===== config.mk =====
export PLATFORM = sky130hd
export DESIGN_NAME = dice_bank
export DESIGN_NICKNAME = d
export VERILOG_FILES = /design/src/rtl/dice_bank.sv
export SDC_FILE = /design/constraint.sdc
export NUM_CORES = 1
export LEC_CHECK = 0
export CORE_MARGIN = 2
export CORE_UTILIZATION = 49
export DETAILED_ROUTE_END_ITERATION = 10
export PLACE_DENSITY = 0.81
export SLEW_MARGIN = 20
export SYNTH_ARGS = -nofsm -noshare
export SYNTH_HDL_FRONTEND = slang
export SYNTH_SLANG_ARGS = --single-unit

===== constraint.sdc =====
create_clock -name clk -period 2.7 [get_ports clk]
set_clock_uncertainty 0.15 [all_clocks]
set_input_delay 0.54 -clock clk [delete_from_list [all_inputs] [get_ports clk]]
set_output_delay 0.54 -clock clk [all_outputs]
set_load 0.02 [all_outputs]

===== src/rtl/dice_bank.sv =====
// Multi-die electronic dice bank: odometer-chained dice roll while button is held, then settle to a registered total.
// Optional DICE_DOUBLES_DETECT_EN adds a registered "all dice equal" flag.
module dice_bank #(
  parameter int N_DICE = 2,
  parameter int FACES  = 6,
  parameter int W      = 3,
  parameter int SUM_W  = 4
) (
  input  logic                clk,
  input  logic                rst,
  input  logic                button,
  input  logic [N_DICE-1:0]   hold,
  output logic [N_DICE*W-1:0] throws,
  output logic [SUM_W-1:0]    total,
  output logic                valid
`ifdef DICE_DOUBLES_DETECT_EN
  ,
  output logic                doubles
`endif
);

  typedef enum logic [1:0] {IDLE, ROLLING, SETTLE, DONE} state_t;

  localparam logic [W-1:0] FACE_MAX = W'(FACES);
  localparam logic [W-1:0] ONE      = W'(1);

  state_t              state;
  logic [N_DICE*W-1:0] dice_q;
  logic [N_DICE*W-1:0] dice_adv;
  logic [N_DICE*W-1:0] dice_fix;
  logic [N_DICE:0]     carry;
  logic [SUM_W-1:0]    sum;
  logic                all_eq;

  assign throws = dice_q;

  // dice_adv is the odometer step; dice_fix only repairs out-of-range dice.
  // An illegal die always reloads to 1 and breaks the carry chain.
  always_comb begin
    dice_adv = dice_q;
    dice_fix = dice_q;
    carry    = '0;
    carry[0] = 1'b1;
    for (int i = 0; i < N_DICE; i++) begin
      logic [W-1:0] v;
      v = dice_q[i*W +: W];
      if (v == '0 || v > FACE_MAX) begin
        dice_adv[i*W +: W] = ONE;
        dice_fix[i*W +: W] = ONE;
        carry[i+1]         = 1'b0;
      end else if (hold[i]) begin
        carry[i+1] = carry[i];
      end else if (carry[i]) begin
        if (v == FACE_MAX) begin
          dice_adv[i*W +: W] = ONE;
          carry[i+1]         = 1'b1;
        end else begin
          dice_adv[i*W +: W] = v + ONE;
        end
      end
    end
  end

  always_comb begin
    sum    = '0;
    all_eq = 1'b1;
    for (int i = 0; i < N_DICE; i++) begin
      sum = sum + SUM_W'(dice_q[i*W +: W]);
      if (dice_q[i*W +: W] != dice_q[W-1:0])
        all_eq = 1'b0;
    end
  end

  always_ff @(posedge clk) begin
    if (rst) begin
      state  <= IDLE;
      dice_q <= {N_DICE{ONE}};
      total  <= SUM_W'(N_DICE);
      valid  <= 1'b0;
`ifdef DICE_DOUBLES_DETECT_EN
      doubles <= 1'b0;
`endif
    end else begin
      dice_q <= dice_fix;
      case (state)
        IDLE, DONE: begin
          if (button) begin
            state  <= ROLLING;
            valid  <= 1'b0;
            dice_q <= dice_adv;
`ifdef DICE_DOUBLES_DETECT_EN
            doubles <= 1'b0;
`endif
          end
        end
        ROLLING: begin
          if (button)
            dice_q <= dice_adv;
          else
            state <= SETTLE;
        end
        SETTLE: begin
          state <= DONE;
          total <= sum;
          valid <= 1'b1;
`ifdef DICE_DOUBLES_DETECT_EN
          doubles <= all_eq;
`endif
        end
        default: state <= IDLE;
      endcase
    end
  end

`ifndef DICE_DOUBLES_DETECT_EN
  logic unused_all_eq;
  assign unused_all_eq = all_eq;
`endif

endmodule

After elaboration in Yosys (flattened, before gate mapping)
Cells that the tools add are included.

word-level totals
  register bits = 13
  input port bits = 5
  output and inout port bits = 11
  word-level logic and storage cells = 50

cells by class
  add/subtract/negate cells = 3
  $lt $le $gt $ge = 2
  eq/ne operators = 10
  mux-type cells = 19
  reduce and logical (&&, ||, !) cells = 11

operators by type and width
  cell                                                                     count
  3-bit two-way mux                                                        9
  6-bit two-way mux                                                        2
  4-bit by 3-bit inequality test with 1-bit output, second input constant  2
  3-bit by 1-bit adder with 3-bit output, second input constant            2
  3-bit equality test, second input constant                               2
  3-bit > comparator, second input constant                                2
  3-bit zero test                                                          2
  2-bit case mux with 3 select lines                                       1
  2-bit AND reduction                                                      3
  3-bit by 3-bit adder with 4-bit output                                   1
  2-bit equality test, second input constant                               2
  1-bit two-way mux                                                        4
  2-bit two-way mux                                                        2
  2-bit inequality test, second input constant                             2
  4-bit by 2-bit inequality test with 1-bit output, second input constant  1
  3-bit OR reduction                                                       1
  2-bit by 1-bit equality test with 1-bit output, second input constant    1
  2-bit zero test                                                          1
  1-bit logical OR                                                         2
  1-bit case mux with 2 select lines                                       1
  2-bit nonzero test                                                       1
  2-bit OR reduction                                                       1

Longest topological paths before layout
  depth after elaboration = 9
  depth in mapped cells = 7

Least setup slack after synthesis
No wires, ideal clock.

  path kind = reg2reg
  start point = register state[0]
  end point = register dice_q[4], in the netlist throws[4]
  library setup time = 0.141 ns
  arrival = 1.728 ns
  path slack = 0.681 ns
  cell stages (with the launch flop) = 8
  buffers on the path = 1
  period minus slack after synthesis = 2.019 ns
  path through = dfxtp_1 inv_1 ha_1 buf_6 or3b_4 nor4_4 maj3_1 a211oi_2

between the ends
  longest elaborated chain between the ends = 4

RTL lines
  element                                                                                                                         RTL line  text
  start, declared                                                                                                                 27        state_t state;
  start signal, assigned                                                                                                          76        state <= IDLE;
  start signal, assigned                                                                                                          88        state <= ROLLING;
  start signal, assigned                                                                                                          100       state <= SETTLE;
  2-bit by 1-bit equality test with 1-bit output (tied with other cells)                                                          85        case (state)
  3-bit OR reduction (no line) *                                                                                                  n/a
  4-bit by 2-bit inequality test with 1-bit output (no line) or 4-bit by 3-bit inequality test with 1-bit output (tied branches)  n/a
  2-bit AND reduction (no line)                                                                                                   n/a
  end signal, assigned                                                                                                            84        dice_q <= dice_fix;
  end signal, assigned                                                                                                            90        dice_q <= dice_adv;
  end signal, assigned                                                                                                            98        dice_q <= dice_adv;
  end, declared                                                                                                                   28        logic [N_DICE*W-1:0] dice_q;

Every way passes the cells marked *; elsewhere a longest branch is shown, timed or not.
A chain may end at the register's enable or synchronous reset.

Worst setup path after layout
  start point = register dice_q[1], in the netlist throws[1]
  end point = output port throws[1]

RTL lines
  element                 RTL line  text
  start signal, assigned  77        dice_q <= {N_DICE{ONE}};
  start signal, assigned  84
  start signal, assigned  90
  end, declared           13        output logic [N_DICE*W-1:0] throws,

No word-level cell between the ends.

==> flow_metrics.tcl <==
set metrics [dict create \
    async_reset_ff_frac 0 \
    outcome "completed" \
    wl_per_cell_microns 12.60 \
    via_per_inst 5.544 \
    reg2regPathDepth 6 \
    timing.hold.ws_ps 349.2 \
    io_pins 16 \
    clkTransAtPathRegs_ps 80 \
    port_buffers 15 \
    worstPathCellList "clkdlybuf4s50_1" \
    grt_pass1_wl_mm 2.394 \
    synth-edff-count 0 \
    end_kind "output pin" \
    initial_core_util 0.5174 \
    clock_sinks 13 \
    seq_area_frac_synth 0.3339 \
    finalCritPeriodShare 0.8309 \
    syn_area_per_cell_sq_um 9.623 \
    synth_cells 81 \
    worst_slew_pin_slew_ps 532.3 \
    p_leak_nw 0.3433 \
    grt_max_degree 14 \
    grt_pass1_vias 560 \
    layout.nets 110 \
    clock_tree.buffer_depth 2 \
    hold_violations 0 \
    period_needed_ps 2243 \
    synth_nets 92 \
    maxSlewHeadroom 0.6440 \
    hp-start "total[3]" \
    total_power_w 0.0006840 \
    fmax_ghz 0.4457 \
    whs_endpoint "total[3]" \
    ys.flop_type "dfxtp_1" \
    max_stage_delay_ps 690 \
    max_cap_violations 0 \
    cts_hold_buf 0 \
    r2r_end "throws[4]" \
    antenna_found_initial 0 \
    crit_buf_inv 1 \
    ctsResizeCount 0 \
    htree_levels 1 \
    final_antenna_net_count 0 \
    diodes 0 \
    worst-endpoint-arrival_ps 1550 \
    final_cells 114 \
    fp-row-count 14 \
    required_ps 2010 \
    die-width_microns 43.89 \
    placed_cell_area_sq_um 892.1 \
    ys_warn_count 0 \
    slowest_stage "clkdlybuf4s50_1" \
    wl_mm 1.436 \
    dieArea_sq_um 1926 \
    grt_usage 0.1716 \
    drive_gt1_frac 0.1224 \
    core_area_sq_um 1506 \
    worstSetupStartpointType "register" \
    route.detailed.drc 0 \
    drt_iter0_drc 5 \
    synth-seq-cells 13 \
    fp.dieH_microns 43.89 \
    cts_root_buffer "clkbuf_4" \
    ir_drop_mv 0.5291 \
    postCtsSetupBuffers 0 \
    reg2reg_from "state[0]" \
    grt.overflow.total 0 \
    synth_area_sq_um 779.5 \
    grt_setup_unrepaired "no" \
    r2r_slack_ps 550 \
    fin_tns_setup_ps 0 \
    path_class "register to output pin" \
    synth.distinct_cells 32 \
    cp_top_family "buffers and inverters" \
    gp_congestion 0.7189 \
    slew_violations 0 \
    dp_cells 110 \
    vias 632 \
    cellPowerDensity_nw_per_um2 744.7 \
    numCtsBuffers 3 \
    synthToLayoutAreaGrowth_pct 17.82 \
    min_path_cells 2 \
    hold_path.class "register to register" \
    clock_latency_ps 270 \
    final_area_sq_um 918.4 \
    drt_first_pass_iters 4 \
    cts_tree "built" \
    crit_path_max_fanout 12 \
    setup_viol 0 \
]
logic make-up (layout without fill, tap and decap cells):
group,Yosys count,count (layout),share of synthesized area
XOR/XNOR,1,1,0.01124
multiplexers,1,1,0.01284
buffers and inverters,7,24,0.1075
flip-flops,13,13,0.3339
adder cells (fa/ha/maj),7,7,0.1188
AO/OA/AOI/OAI,20,20,0.1653
AND/OR/NAND/NOR,32,32,0.2504
cells in the mapped netlist (all sizes together), types with 2 or more instances:
master	instances	area [sq um]
dfxtp	13	260.3
nor3	4	25.02
or3	2	12.51
nor3b	2	15.01
ha	5	62.56
o21ai	2	10.01
nand4b	2	17.52
a21o	3	22.52
nand2	4	15.01
a21oi	9	45.04
or3b	2	20.02
nand3	2	10.01
a211oi	4	35.03
buf	2	15.01
nor2	10	37.54
inv	3	11.26
state kept, by name, indices dropped and copies added, names as in the netlist:
name    cells
valid       1
state       2
throws      6
total       4
metrics by stage:
stage / util / setup slack [ps]
after floorplan: - / 681.2
after global placement: 0.5922 / 316.4
after detailed placement: 0.5922 / 309.3
after CTS: 0.6096 / 440.1
after global routing: 0.6096 / 344.2
final: 0.6096 / 456.6
cell type report:
type	instances	area [sq um]
Timing Repair Buffer	17	165.2
Tap cell	16	20.02
Multi-Input combinational cell	61	435.4
Fill cell	138	588.1
Sequential cell	13	260.3
Inverter	3	11.26
Clock buffer	4	26.28
placed cells by master, fill, tap and decap left out, types with 3 or more instances in the layout:
| cell | instances |
|---|---|
| inv_1 | 3 |
| ha_1 | 5 |
| clkdlybuf4s50_1 | 15 |
| nor2_1 | 10 |
| a21oi_1 | 9 |
| clkbuf_4 | 3 |
| a21o_1 | 3 |
| nor3_1 | 3 |
| dfxtp_1 | 13 |
| a211oi_1 | 3 |
| nand2_1 | 4 |
report_power, final:
group / total [W] / switching, W / internal, W
sequential: 0.000269 / 0.0000377 / 0.000231
combinational: 0.000297 / 0.000151 / 0.000146
clock: 0.000118 / 0.0000612 / 0.0000572
total: 0.000684 / 0.000250 / 0.000434
worst max path at each step:
stage,startpoint,endpoint,depth (start not counted)
floorplan,state[0],throws[4],7
global placement,button,throws[4],5
detailed placement,button,throws[4],5
CTS,throws[1],throws[1],1
global route,throws[1],throws[1],1
finish,throws[1],throws[1],1
layer usage:
metal / vias to the layer above / GRT usage / part of all wire
met1: 289 / 0.2123 / 0.47
met5: - / 0 / 0
li1: 324 / - / -
met4: 0 / 0.09091 / 0.013
met2: 17 / 0.2647 / 0.46
met3: 2 / 0.05417 / 0.054
Power figures use the tool's default switching activity.
